--- src/rtl/divider_16.sv ---
// divider_16 -- sequential unsigned 32/16 divider, radix-2 restoring.
//
// One quotient bit is produced per clock. It sits beside the 16x16 multiplier
// behind the same start/done handshake, so a controller can scale a product
// back down.
//
// Ports:
//   clk          in   1   rising-edge clock
//   res_n        in   1   asynchronous active-low reset
//   start        in   1   request a division (accepted in IDLE or DONE)
//   dividend     in  32   unsigned dividend, latched on the accepting edge
//   divisor      in  16   unsigned divisor, latched on the accepting edge
//   busy         out  1   division in progress
//   done         out  1   result valid; held until the next accepted start
//   quotient     out 16   unsigned quotient
//   remainder    out 16   unsigned remainder
//   div_by_zero  out  1   divisor was zero
//   overflow     out  1   true quotient does not fit in 16 bits
//
// Timing from the accepting edge E:
//   normal : busy after E .. E+15, done/result after E+16
//   errors : done/result after E+1
module divider_16 (
    input  logic        clk,
    input  logic        res_n,
    input  logic        start,
    input  logic [31:0] dividend,
    input  logic [15:0] divisor,
    output logic        busy,
    output logic        done,
    output logic [15:0] quotient,
    output logic [15:0] remainder,
    output logic        div_by_zero,
    output logic        overflow
);

    typedef enum logic [1:0] {
        IDLE = 2'd0,
        CALC = 2'd1,
        DONE = 2'd2
    } state_t;

    state_t      r_state, w_state_nxt;

    // Partial remainder R. The architectural R is 17 bits, but R < divisor
    // holds after every step, so its top bit is always zero and not stored.
    logic [15:0] r_rem,   w_rem_nxt;
    logic [15:0] r_q,     w_q_nxt;     // low shift register / quotient bits
    logic [3:0]  r_cnt,   w_cnt_nxt;   // restoring step counter
    logic [15:0] r_dvs,   w_dvs_nxt;   // latched divisor

    // Error detected on the accepting edge; reported one edge later so the
    // error paths keep a fixed one-cycle latency with busy high in between.
    logic        r_err_dz, w_err_dz_nxt;
    logic        r_err_ov, w_err_ov_nxt;

    logic        r_busy,  w_busy_nxt;
    logic        r_done,  w_done_nxt;
    logic        r_dz,    w_dz_nxt;
    logic        r_ov,    w_ov_nxt;
    logic [15:0] r_quot,  w_quot_nxt;
    logic [15:0] r_remo,  w_remo_nxt;

    // One restoring step: shift the next dividend bit into R, try subtract.
    logic [16:0] w_t;
    logic        w_ge;
    logic [15:0] w_diff;
    logic [15:0] w_rem_step;
    logic [15:0] w_q_step;

    assign w_t        = {r_rem, r_q[15]};
    assign w_ge       = (w_t >= {1'b0, r_dvs});
    // When w_ge holds the true difference is below the divisor, so the
    // 16-bit subtraction cannot lose information.
    assign w_diff     = w_t[15:0] - r_dvs;
    assign w_rem_step = w_ge ? w_diff : w_t[15:0];
    assign w_q_step   = {r_q[14:0], w_ge};

    // ------------------------------------------------------------------
    // State and datapath registers
    // ------------------------------------------------------------------
    always_ff @(posedge clk or negedge res_n) begin
        if (!res_n) begin
            r_state  <= IDLE;
            r_rem    <= '0;
            r_q      <= '0;
            r_cnt    <= '0;
            r_dvs    <= '0;
            r_err_dz <= 1'b0;
            r_err_ov <= 1'b0;
            r_busy   <= 1'b0;
            r_done   <= 1'b0;
            r_dz     <= 1'b0;
            r_ov     <= 1'b0;
            r_quot   <= '0;
            r_remo   <= '0;
        end else begin
            r_state  <= w_state_nxt;
            r_rem    <= w_rem_nxt;
            r_q      <= w_q_nxt;
            r_cnt    <= w_cnt_nxt;
            r_dvs    <= w_dvs_nxt;
            r_err_dz <= w_err_dz_nxt;
            r_err_ov <= w_err_ov_nxt;
            r_busy   <= w_busy_nxt;
            r_done   <= w_done_nxt;
            r_dz     <= w_dz_nxt;
            r_ov     <= w_ov_nxt;
            r_quot   <= w_quot_nxt;
            r_remo   <= w_remo_nxt;
        end
    end

    // ------------------------------------------------------------------
    // Next-state and datapath logic
    // ------------------------------------------------------------------
    always_comb begin
        w_state_nxt  = r_state;
        w_rem_nxt    = r_rem;
        w_q_nxt      = r_q;
        w_cnt_nxt    = r_cnt;
        w_dvs_nxt    = r_dvs;
        w_err_dz_nxt = r_err_dz;
        w_err_ov_nxt = r_err_ov;
        w_busy_nxt   = r_busy;
        w_done_nxt   = r_done;
        w_dz_nxt     = r_dz;
        w_ov_nxt     = r_ov;
        w_quot_nxt   = r_quot;
        w_remo_nxt   = r_remo;

        case (r_state)
            IDLE, DONE: begin
                if (start) begin
                    // Latch operands; the result outputs keep the previous
                    // value until this run writes its own.
                    w_dvs_nxt    = divisor;
                    w_rem_nxt    = dividend[31:16];
                    w_q_nxt      = dividend[15:0];
                    w_cnt_nxt    = 4'd0;
                    w_err_dz_nxt = (divisor == 16'd0);
                    w_err_ov_nxt = (divisor != 16'd0) &&
                                   (dividend[31:16] >= divisor);
                    w_busy_nxt   = 1'b1;
                    w_done_nxt   = 1'b0;
                    w_dz_nxt     = 1'b0;
                    w_ov_nxt     = 1'b0;
                    w_state_nxt  = CALC;
                end
            end

            CALC: begin
                if (r_err_dz || r_err_ov) begin
                    // Error result: saturated quotient. For divide-by-zero
                    // the low dividend half (still sitting in Q) is returned.
                    w_quot_nxt   = 16'hFFFF;
                    w_remo_nxt   = r_err_dz ? r_q : 16'h0000;
                    w_dz_nxt     = r_err_dz;
                    w_ov_nxt     = r_err_ov;
                    w_err_dz_nxt = 1'b0;
                    w_err_ov_nxt = 1'b0;
                    w_busy_nxt   = 1'b0;
                    w_done_nxt   = 1'b1;
                    w_state_nxt  = DONE;
                end else begin
                    w_rem_nxt = w_rem_step;
                    w_q_nxt   = w_q_step;
                    w_cnt_nxt = r_cnt + 4'd1;
                    if (r_cnt == 4'd15) begin
                        w_quot_nxt  = w_q_step;
                        w_remo_nxt  = w_rem_step;
                        w_busy_nxt  = 1'b0;
                        w_done_nxt  = 1'b1;
                        w_state_nxt = DONE;
                    end
                end
            end

            default: begin
                w_state_nxt = IDLE;
            end
        endcase
    end

    assign busy        = r_busy;
    assign done        = r_done;
    assign quotient    = r_quot;
    assign remainder   = r_remo;
    assign div_by_zero = r_dz;
    assign overflow    = r_ov;

endmodule

--- config.mk ---
export PLATFORM = sky130hd
export DESIGN_NAME = divider_16
export DESIGN_NICKNAME = d
export VERILOG_FILES = /design/src/rtl/divider_16.sv
export SDC_FILE = /design/constraint.sdc
export NUM_CORES = 1
export LEC_CHECK = 0
export BUFFER_PORTS_ARGS = -buffer_cell sky130_fd_sc_hd__buf_2
export CAP_MARGIN = 0
export CELL_PAD_IN_SITES_DETAIL_PLACEMENT = 0
export CELL_PAD_IN_SITES_GLOBAL_PLACEMENT = 1
export CORE_MARGIN = 2
export CORE_UTILIZATION = 40
export DETAILED_ROUTE_END_ITERATION = 8
export GPL_ROUTABILITY_DRIVEN = 1
export GPL_TIMING_DRIVEN = 0
export PLACE_DENSITY_LB_ADDON = 0.1
export SYNTH_ARGS = -nofsm -noshare
export SYNTH_HDL_FRONTEND = slang
export SYNTH_SLANG_ARGS = --single-unit
--- constraint.sdc ---
create_clock -name clk -period 5.7 [get_ports clk]
set_input_delay 1.14 -clock clk [delete_from_list [all_inputs] [get_ports clk]]
set_output_delay 1.14 -clock clk [all_outputs]
set_load 0.03 [all_outputs]
==> summary.txt <==
Outcome
  – Status: finished clean

Floorplan
  – Initial Util: 0.4076
  – Die W: 117.2 um
  – Cell Rows: 41
  – Core area: 0.01257 mm^2
  – Die height: 117.2 um
  – IO Count: 87
  – Die footprint: 0.01373 mm^2

Final layout
  – Share of cells above drive strength 1: 0.1770
  – FILL cells: 1281
  – Ant diodes: 0
  – Nets@finish: 725
  – Area added between synthesis and finish: 18.47%
  – Non-filler cells, final: 816

Worst setup path
  – Crit path max-delay family: compound AO/OA/AOI/OAI gates
  – CP max stage cell: a221oi_1
  – Critical-path cell list: buf_2, ha_1, nand2b_1, a21o_1, a21o_1, a211oi_1, o21ai_0, a221oi_1, o31ai_1
  – Max FO, Critical Path: 3
  – Crit path kind: in2reg
  – Crit-path max cell delay: 0.53 ns
  – Worst Path Buf+Inv: 1
  – Critical Path AT: 3.22 ns
  – Critical Path Most Common Cell: a21o_1
  – CP Capture Type: flip-flop
  – Startpoint Class: primary input
  – CP required: 5.90 ns

Synthesis
  – Synthesized Nets: 627
  – Post-synth cell types: 52
  – Largest area contributor in the netlist: dfrtp_1
  – Area share of the largest cell type after synthesis: 0.4494
  – Post-Syn Instances: 542
  – Syn_area_per_cell: 9.451 um^2
  – YS warnings: 0
  – Top cells by area, synth: dfrtp_1 (45%), ha_1 (8.1%), nand2_1 (4.9%)
  – Synthesized flop and latch total: 92
  – Post-Syn Area: 0.005122 mm^2
  – Seq/Total Area, Yosys: 0.4494

Drt
  – Vias/cell: 5.412
  – Post-Route WL: 14950 um
  – First-pass DRT Iterations: 5
  – DRC viols: 0
  – Routed len/inst: 18.32 um
  – Total vias in the final route: 4416
  – Routed Antenna Nets: 0
  – Initial drt markers: 187

Clock tree
  – Post-CTS Resized: 0
  – Clock Latency Late Sink: 0.35 ns
  – Clock slew at reported path FFs: 0.06 ns
  – Hold Buf Count CTS: 0
  – H-tree depth: 3
  – Clock Sinks: 92
  – CTS tree: yes
  – CTS Buf Count: 9
  – # Post-CTS Setup Buffers: 0
  – CTS root buffer: clkbuf_16
  – Bufs on Longest Clock Path: 2

Global routing
  – GRT Max-Usage Layer: met2
  – Vias in the first global route: 4512
  – Global routing usage on met2: 0.3969
  – GR Overflow Total: 0
  – First-pass GRT wire length: 24020 um
  – GRT Total Usage: 0.2334
  – Initial antenna violation count: 0
  – Largest net degree at the start of global routing: 60
  – M1 GR Usage: 0.3140
  – GRT met3 Usage: 0.03347

Timing
  – Hold Fails Final Rpt: 0
  – Final TNS setup: 0 ns
  – Max Fclk: 0.3318 GHz
  – Post-layout min period: 3.014 ns
  – Setup Viol. Count Final: 0
  – Worst Tran Pin Value: 0.7450 ns
  – Slew Limit Fails: 0
  – Slew margin rel.: 0.5033
  – RSZ-0062 raised after global routing: no
  – Final worst-path cycle share: 0.5288
  – Post-route clock skew: 0.01069 ns

Placement
  – RePlAce Congestion: 0.8791
  – Placed cell count: 801
  – PortBufs: 86
  – Final HPWL DP: 11530 um

Flow run
  – Max_cap viols: 0

Min path
  – Min-delay worst type: reg2reg
per-stage QoR:
| step | hold slack [ns] | util | instance area (um^2) | worst slack [ns] |
|---|---|---|---|---|
| floorplan | 0.4497 | - | 5122 | 3.037 |
| global placement | 0.4578 | 0.4589 | 5768 | 2.296 |
| detailed placement | 0.4627 | 0.4613 | 5798 | 2.322 |
| CTS | 0.4786 | 0.4828 | 6068 | 2.642 |
| global route | 0.5049 | 0.4828 | 6068 | 2.451 |
| finish | 0.4727 | 0.4828 | 6068 | 2.686 |
cells in the final DEF (no fill, tap or decap), types with 3 or more instances in the layout:
cell and n:
dfrtp_1 92, buf_2 85, nand2_1 67, inv_1 40, o21ai_0 37, a21oi_1 35
ha_1 33, nor2_1 32, a22oi_1 31, clkbuf_1 24, o22a_1 14, mux2i_1 13
o22ai_1 13, a21o_1 11, nand2b_1 10, xnor2_1 9, clkbuf_16 9, nor3_1 7
nand4_1 6, o21ai_1 6, nor2b_1 5, nand3_1 5, xor2_1 5, nor4_1 4
a211o_1 3, o211ai_1 3, o21bai_1 3, o2111ai_1 3, o31ai_1 3
worst paths after layout:
kind,cells after the start,end,slack (ns),startpoint
setup reg to reg,10,r_rem[9],2.76,r_rem[2]
setup / recovery,9,r_err_ov,2.69,divisor[0]
hold / removal,2,done,0.47,done
max in group asynchronous,2,r_state[1],4.27,res_n
min in group asynchronous,1,r_dvs[6],0.75,res_n
hold reg to reg,2,done,0.47,done
kinds of logic after synthesis:
group           Yosys count  share of synthesized area
fa+ha+maj                34                    0.08451
compound gates          180                     0.2364
xor+xnor                 14                    0.02394
buf+inv                  66                    0.05447
simple gates            142                     0.1229
mux                      14                    0.02833
flops                    92                     0.4494
per-layer routing:
layer / vias to the layer above / part of all wire
met1: 2165 / 0.45
met2: 96 / 0.49
met4: 0 / 0.011
li1: 2146 / -
met5: - / 0
met3: 9 / 0.049
sequential cells by signal (all words and copies together), names as in the netlist:
register / flops
r_q: 16
busy: 1
r_err_dz: 1
r_state: 2
r_cnt: 4
remainder: 16
r_dvs: 16
div_by_zero: 1
quotient: 16
r_err_ov: 1
done: 1
overflow: 1
r_rem: 16
area by class of cell:
type	count	area [um^2]	area share
Multi-Input combinational cell	384	2541	0.4188
Sequential cell	92	2302	0.3794
Timing Repair Buffer	87	460.4	0.07588
Clock buffer	12	246.5	0.04062
Tap cell	172	215.2	0.03546
Inverter	40	150.1	0.02474
Buffer	26	128.9	0.02124
Clock inverter	3	23.77	0.003918
cell usage after synthesis, drive strengths merged:
cell,instances
inv,40
xnor2,9
a211oi,3
o311ai,1
nand3,5
nand4,6
o22ai,14
nand2,68
o21bai,3
a211o,3
xor2,5
mux2,1
o211a,1
a22oi,31
a21oi,35
a2bb2oi,1
or3b,1
ha,33
o31ai,4
o2111ai,3
a41o,1
a31o,1
nor3,7
a221oi,2
nor2b,5
o211ai,3
a22o,2
o21ai,44
fa,1
o22a,15
nor4,4
buf,4
a31oi,1
or2,1
nand2b,10
mux2i,13
and3,2
a311oi,1
a21o,11
nor3b,1
clkbuf,22
dfrtp,92
nor2,32
worst register-to-register path, stage by stage, from the launching register on:
cell,delay (ns)
dfrtp_1,0.41
ha_1,0.40
nand2_2,0.10
a211oi_4,0.30
o21ai_2,0.14
o31ai_2,0.31
a41o_1,0.23
buf_6,0.17
buf_12,0.16
mux2i_1,0.42
o21ai_0,0.15
Power is not shown: default switching activity piles up to over one toggle a cycle in this logic, so the estimate is an artifact.
